--- src/rtl/xbar_pkg.sv ---
// xbar_pkg: shared types and helpers for the stream crossbar
package xbar_pkg;
  localparam int DEF_DATA_WIDTH = 32;
  typedef enum logic {IDLE, LOCK} state_t;
  typedef struct packed {
    logic [DEF_DATA_WIDTH-1:0] data;
    logic                      last;
    logic                      id;
  } beat_t;
  // Same encoding as par_coder: lowest set bit wins on a non-one-hot vector.
  function automatic int unsigned onehot_to_idx(input logic [31:0] v);
    onehot_to_idx = 0;
    for (int i = 31; i >= 0; i--) if (v[i]) onehot_to_idx = i;
  endfunction
endpackage

--- src/rtl/stream_skid_buffer.sv ---
// stream_skid_buffer: two-entry register slice with fully registered outputs
module stream_skid_buffer #(
  parameter int WIDTH = 8
) (
  input  logic             clk,
  input  logic             rst_n,
  input  logic [WIDTH-1:0] in_data,
  input  logic             in_valid,
  output logic             in_ready,
  output logic [WIDTH-1:0] out_data,
  output logic             out_valid,
  input  logic             out_ready
);
  logic [WIDTH-1:0] skid_data;
  logic             skid_valid;
  logic             push;
  assign in_ready = !skid_valid;
  assign push     = in_valid && in_ready;
  always_ff @(posedge clk or negedge rst_n) begin
    if (!rst_n) begin
      out_data   <= '0;
      out_valid  <= 1'b0;
      skid_data  <= '0;
      skid_valid <= 1'b0;
    end else if (!out_valid || out_ready) begin
      out_valid  <= skid_valid || push;
      if (skid_valid || push) out_data <= skid_valid ? skid_data : in_data;
      skid_valid <= 1'b0;
    end else if (push) begin
      skid_data  <= in_data;
      skid_valid <= 1'b1;
    end
  end
endmodule

--- src/rtl/stream_out_mux.sv ---
// stream_out_mux: locks an arbiter grant for a whole packet and routes it to one output
module stream_out_mux
  import xbar_pkg::*;
#(
  parameter int NUM_REQUEST = 2,
  parameter int DATA_WIDTH  = DEF_DATA_WIDTH,
  localparam int ID_WIDTH   = $clog2(NUM_REQUEST)
) (
  input  logic                              clk,
  input  logic                              rst_n,
  input  logic [NUM_REQUEST*DATA_WIDTH-1:0] s_data_i,
  input  logic [NUM_REQUEST-1:0]            s_valid_i,
  input  logic [NUM_REQUEST-1:0]            s_last_i,
  output logic [NUM_REQUEST-1:0]            s_ready_o,
  input  logic [NUM_REQUEST-1:0]            grant_i,
  output logic [DATA_WIDTH-1:0]             m_data_o,
  output logic                              m_valid_o,
  output logic                              m_last_o,
  output logic [ID_WIDTH-1:0]               m_id_o,
  input  logic                              m_ready_i,
  output logic                              pkt_done_o
);
  localparam int PW = DATA_WIDTH + 1 + ID_WIDTH;
  state_t              state, state_d;
  logic [ID_WIDTH-1:0] sel, sel_d;
  logic                buf_ready, accept, accept_last;
  logic [PW-1:0]       buf_out;
  assign accept      = s_valid_i[sel] && s_ready_o[sel];
  assign accept_last = accept && s_last_i[sel];
  always_comb begin
    state_d   = state;
    sel_d     = sel;
    s_ready_o = (state == LOCK && buf_ready) ? NUM_REQUEST'(1) << sel : '0;
    if (state == IDLE && |grant_i) begin
      state_d = LOCK;
      sel_d   = ID_WIDTH'(onehot_to_idx(32'(grant_i)));
    end
    if (state == LOCK && accept_last) state_d = IDLE;
  end
  always_ff @(posedge clk or negedge rst_n) begin
    if (!rst_n) begin
      state      <= IDLE;
      sel        <= '0;
      pkt_done_o <= 1'b0;
    end else begin
      state      <= state_d;
      sel        <= sel_d;
      pkt_done_o <= accept_last;
    end
  end
  stream_skid_buffer #(.WIDTH(PW)) u_skid (
    .clk      (clk),
    .rst_n    (rst_n),
    .in_data  ({s_data_i[int'(sel)*DATA_WIDTH +: DATA_WIDTH], s_last_i[sel], sel}),
    .in_valid (accept),
    .in_ready (buf_ready),
    .out_data (buf_out),
    .out_valid(m_valid_o),
    .out_ready(m_ready_i)
  );
  assign {m_data_o, m_last_o, m_id_o} = buf_out;
endmodule

--- config.mk ---
export PLATFORM = sky130hd
export DESIGN_NAME = stream_out_mux
export DESIGN_NICKNAME = d
export VERILOG_FILES = /design/src/rtl/xbar_pkg.sv /design/src/rtl/stream_skid_buffer.sv /design/src/rtl/stream_out_mux.sv
export SDC_FILE = /design/constraint.sdc
export NUM_CORES = 1
export LEC_CHECK = 0
export BUFFER_PORTS_ARGS = -buffer_cell sky130_fd_sc_hd__buf_2
export CELL_PAD_IN_SITES_DETAIL_PLACEMENT = 0
export CELL_PAD_IN_SITES_GLOBAL_PLACEMENT = 2
export CORE_UTILIZATION = 33
export DETAILED_ROUTE_END_ITERATION = 8
export PLACE_DENSITY = 0.8
export SYNTH_ARGS = -nofsm -noshare
export SYNTH_HDL_FRONTEND = slang
export SYNTH_SLANG_ARGS = --single-unit
--- constraint.sdc ---
create_clock -name clk -period 1.83 [get_ports clk]
set_input_delay 0.183 -clock clk [delete_from_list [all_inputs] [get_ports clk]]
set_output_delay 0.183 -clock clk [all_outputs]
set_load 0.01 [all_outputs]
# Word-level counts from Yosys, hierarchy flattened
# Cells that the tools add are included.
dict set report op_classes {
  bitwise_logic 2
  div 0
  reduce_logical 15
  add_sub_neg 0
  n_shift 2
  n_mux 14
  n_lt_le_gt_ge 1
  mul 0
  eq_ne 0
}
# operator count
set ops {}
lappend ops {{indexed part select 64 x 7 -> 32 bit} 1}
lappend ops {{two-way mux 34 bit} 1}
lappend ops {{two-way mux 1 bit} 12}
lappend ops {{logical AND 1 bit} 6}
lappend ops {{AND reduction 2 bit} 2}
lappend ops {{nonzero test 2 bit} 2}
lappend ops {{logical NOT 1 bit} 2}
lappend ops {{logical OR 1 bit} 2}
lappend ops {{less-than comparator 1 x 2 -> 1 bit, second input constant} 1}
lappend ops {{two-way mux 2 bit} 1}
lappend ops {{inverter 1 bit} 2}
lappend ops {{OR reduction 2 bit} 1}
lappend ops {{<< shifter 1 x 1 -> 2 bit, first input constant} 1}
dict set report word_totals {
  n_memories 0
  romBits 0
  out_inout_bits 38
  input_bits 73
  register_bits 73
  latchBits 0
  ramBits 0
}

# Logic depth before layout (Yosys ltp)
dict set report depth {
  depth_word 9
  ltp_mapped 7
  depth_no_buf 3
}

# Hierarchy
# Synthesis repeated with hierarchy kept, for this count alone.
dict set report hier_totals {
  hier_cells 242
  area_unflattened_um2 3651.0
}
# module cells_each area_per_inst_um2 seq_area_each_um2 n_inst
set by_module_without_submodules {}
lappend by_module_without_submodules {stream_skid_buffer 190 3061.7 1751.7 1}
lappend by_module_without_submodules {stream_out_mux 52 589.3 75.1 1}

# Worst setup path before layout
# No wires, ideal clock.
dict set report synth_timing {
  path_kind {reg-to-reg}
  start {register sel}
  end {register u_skid.out_data[3]}
  t_arrival_ps 1408
  required_time_ps 1704
  path_stages_with_launch 6
  setup_ps 126
  setup_slack_ps 296
  path_cell_list {dfrtp_1 -> mux2_4 -> and2_1 -> buf_6 -> buf_6 -> o311a_1}
}
dict set report synth_via {
  elab_chain_cells 8
  word_cells_on_any_way 12
  cone_classes {shift (2); mux (6); reduce/logical (4)}
}
# element line
set synth_lines {}
lappend synth_lines {{start, declared} stream_out_mux.sv:25} ;# logic [ID_WIDTH-1:0] sel, sel_d;
lappend synth_lines {{start signal, assigned} stream_out_mux.sv:47} ;# sel <= sel_d;
lappend synth_lines {{branches (longest 8 deep; another with indexed part select 64 x 7 -> 32 bit)} --}
lappend synth_lines {{end signal, assigned} stream_skid_buffer.sv:27} ;# if (skid_valid || push) out_data <= skid_valid ? skid_data : in_data;
lappend synth_lines {{end, declared} stream_skid_buffer.sv:10} ;# output logic [WIDTH-1:0] out_data,
# Several ways; the timed one is not identified. The select of a mux whose other input is x is not followed.
# A chain may end at the register's enable or synchronous reset.

# Final worst setup path
dict set report layout_timing {
  start {register u_skid.skid_valid}
  end {output port s_ready_o[1]}
}
dict set report layout_via {
  elab_chain_cells 3
}
# element line
set layout_lines {}
lappend layout_lines {{start, declared} stream_skid_buffer.sv:15} ;# logic skid_valid;
lappend layout_lines {{start signal, assigned} stream_skid_buffer.sv:24} ;# skid_valid <= 1'b0;
lappend layout_lines {{start signal, assigned} stream_skid_buffer.sv:28} ;# skid_valid <= 1'b0;
lappend layout_lines {{start signal, assigned} stream_skid_buffer.sv:31} ;# skid_valid <= 1'b1;
lappend layout_lines {{logical NOT 1 bit} stream_skid_buffer.sv:17} ;# assign in_ready = !skid_valid;
lappend layout_lines {{logical AND 1 bit} stream_out_mux.sv:33} ;# s_ready_o = (state == LOCK && buf_ready) ? NUM_REQUEST'(1) << sel : '0;
lappend layout_lines {{two-way mux 2 bit} stream_out_mux.sv:33}
lappend layout_lines {{end, declared} stream_out_mux.sv:14} ;# output logic [NUM_REQUEST-1:0] s_ready_o,
# No other way between the ends.

==> metrics <==
DP Area 4720 sq um; Yosys cell types 27; total global routing overflow 0; Initial DRC Count 174; Tot Pwr 9.26 mW; pre-CTS setup slack 190 ps; post-DR wirelength/cell 17.7 microns; slowest cell delay on critical path 450 ps; Post-DP HPWL 6.80 mm; status finished with violations; Die ar. 12700 sq um; die extent in x 113 microns; Global Route Usage Sum 17.6%; Hold Vio Cnt, Final 0; max-slew violations 0; Post-layout nets 538; MaxCap Viol Count 0; clock root cell clkbuf_16; RSZ-0062 raised after global routing false; initial antenna violation count 0; largest net degree at the start of global routing 69; Mean Syn Cell Area 11.0 sq um; Post-CTS Setup Bufs 0; Peak supply drop 734 uV; Mapped Nets 441; fin crit period 1640 ps; number of diodes 0; Sink Count 73; H-Tree Depth 3; Clock Latency Late Sink 330 ps; reg2reg start sel$_DFFE_PN0P_; failing checks design-rule violations; Worst Skew 8.26 ps; final setup violation count 0; Row Count 40; period utilization 89.8%; hold_sp grant_i[0]; share of cells above drive strength 1 31.7%; WHS Endpoint sel$_DFFE_PN0P_; Worst path slowest cell dfrtp_2; vias 3371; CP Max Fanout 17; clock transition at the registers of the reported paths 50 ps; Reg2Reg Depth 4; Core Area 12000 sq um; highest-count cells in the layout ignoring fill and taps buf_2, dfrtp_1, mux2i_1; Post-Route Setup TNS 0 ps; worst-margin pin slew 479 ps; CP Data Arrival Time 1460 ps; final wirelength 10.9 mm; critical path type register to primary output; Yosys warnings 0; Die H 113 microns; PD cells 1840 nW/um^2; maximum clock path buffer count 2; Fmax achieved 0.609 GHz; first drt pass iteration count 6; Syn Inst Count 368; port buffer count 110; initial core utilization 33.7%; CTS Buf Count 9; Fill cells 1183; worst setup margin 187 ps; Final ANT Viol Nets 0; DRC 1; Worst Setup Start Kind register; global-route wire length before repair 17.2 mm; crit path cell chain nor2b_4 -> buf_4 -> and2_1 -> buf_2; Worst setup EP type primary output; CTS tree built; most common library cell in the layout ignoring fill and taps buf_2; Hold Crit Class primary input to register; Non-Filler Instances 617; Synth Cell Area 4040 sq um; Crit path required time 1650 ps; finished layout cell area 5050 sq um; cell count of the worst hold path 2; placer congestion estimate 0.744; Vias/cell 5.46; FF-to-FF setup slack 210 ps; r2r endpoint u_skid.skid_data[20]$_DFFE_PN0P_; Static Leakage 2.30 nW; sequential fraction of the synthesis area 45.3%; vias in the first global route 3340; num ports 111; Inst Count DP 600; Synth-to-Final Area Change 25.0%; register bit total from synthesis 73; relative slew slack 67.9%
-- synthesized netlist by cell type --
cell	instances	area [sq um]
mux2i_1	66	661
buf_8	3	45.0
and2_1	2	12.5
buf_4	3	22.5
nand2_1	1	3.75
buf_2	3	15.0
nand4_1	33	206
dfrtp_1	73	1830
nor2b_1	2	12.5
clkbuf_1	21	78.8
o32a_1	1	10.0
inv_1	35	131
buf_6	7	78.8
or3_1	1	6.26
nor3_1	1	5.00
buf_1	5	18.8
nor4b_4	1	23.8
nor3b_1	34	255
nand4b_1	1	8.76
mux2_4	1	15.0
nor2_1	1	3.75
mux2_1	1	11.3
o21a_1	1	7.51
a31oi_1	34	213
nand2b_4	1	13.8
a21oi_1	2	10.0
o311a_1	34	340
-- kinds of logic after synthesis --
| logic type | count (synthesis) | share of synthesized area (%) |
|---|---|---|
| flops | 73 | 45.3 |
| mux | 68 | 17.0 |
| compound gates | 72 | 14.4 |
| buf+inv | 77 | 9.67 |
| simple gates | 78 | 13.7 |
-- routing by layer --
metal | up-vias | part of all wire, % | global-route usage, %
met5 | - | 0 | 0
met4 | 0 | 1.9 | 7.29
met3 | 14 | 5.2 | 3.40
met2 | 116 | 47 | 28.1
met1 | 1648 | 46 | 23.5
li1 | 1593 | - | -
-- report_power, final --
part	switching, mW	total, mW	internal, mW	leakage [nW]
combinational	2.43	4.40	1.97	1.31
sequential	0.504	2.97	2.46	0.833
clock	0.663	1.89	1.23	0.159
total	3.60	9.26	5.67	2.30
-- how the worst max path moves through the flow --
stage	from	to	slack, ps	depth (start not counted)
2_1_floorplan	sel$_DFFE_PN0P_	u_skid.out_data[3]$_DFFE_PN0P_	300	5
3_3_place_gp	sel$_DFFE_PN0P_	u_skid.out_valid$_DFFE_PN0P_	240	4
3_5_place_dp	sel$_DFFE_PN0P_	u_skid.skid_data[20]$_DFFE_PN0P_	190	4
4_1_cts	u_skid.skid_valid$_DFFE_PN0P_	s_ready_o[1]	180	4
5_1_grt	u_skid.skid_valid$_DFFE_PN0P_	s_ready_o[1]	100	4
6_report	u_skid.skid_valid$_DFFE_PN0P_	s_ready_o[1]	190	4
-- layout make-up --
| class | instances | area [sq um] | share of cell area, % |
|---|---|---|---|
| clock buffer | 11 | 243 | 4.81 |
| clock inverter | 5 | 78.8 | 1.56 |
| inverter | 35 | 131 | 2.60 |
| multi-input combinational | 218 | 1830 | 36.2 |
| sequential | 73 | 1830 | 36.2 |
| tap | 147 | 184 | 3.64 |
| timing repair buffer | 128 | 753 | 14.9 |
-- registers in the layout (all words and copies together) (netlist names) --
name	cells
pkt_done_o	1
sel	1
state	1
u_skid.out_data	34
u_skid.out_valid	1
u_skid.skid_data	34
u_skid.skid_valid	1
-- metrics by stage --
step	hold WS (ps)	util, %
finish	55.0	42.2
global route	61.4	42.2
CTS	46.4	42.2
detailed placement	157	39.4
global placement	164	39.4
floorplan	-113	-
-- worst max-delay path, delay by kind of cell, from the launching register on --
kind,cells,cell delay [ps]
flops,1,450
buf+inv,2,390
simple gates,2,300
-- timing repair --
| action | 4_1_cts | 5_1_grt |
|---|---|---|
| hold buffers | 1 | 0 |
| endpoints found under the hold margin | 30 | 0 |
| resized for setup | 0 | 0 |
Power figures use the tool's default switching activity.
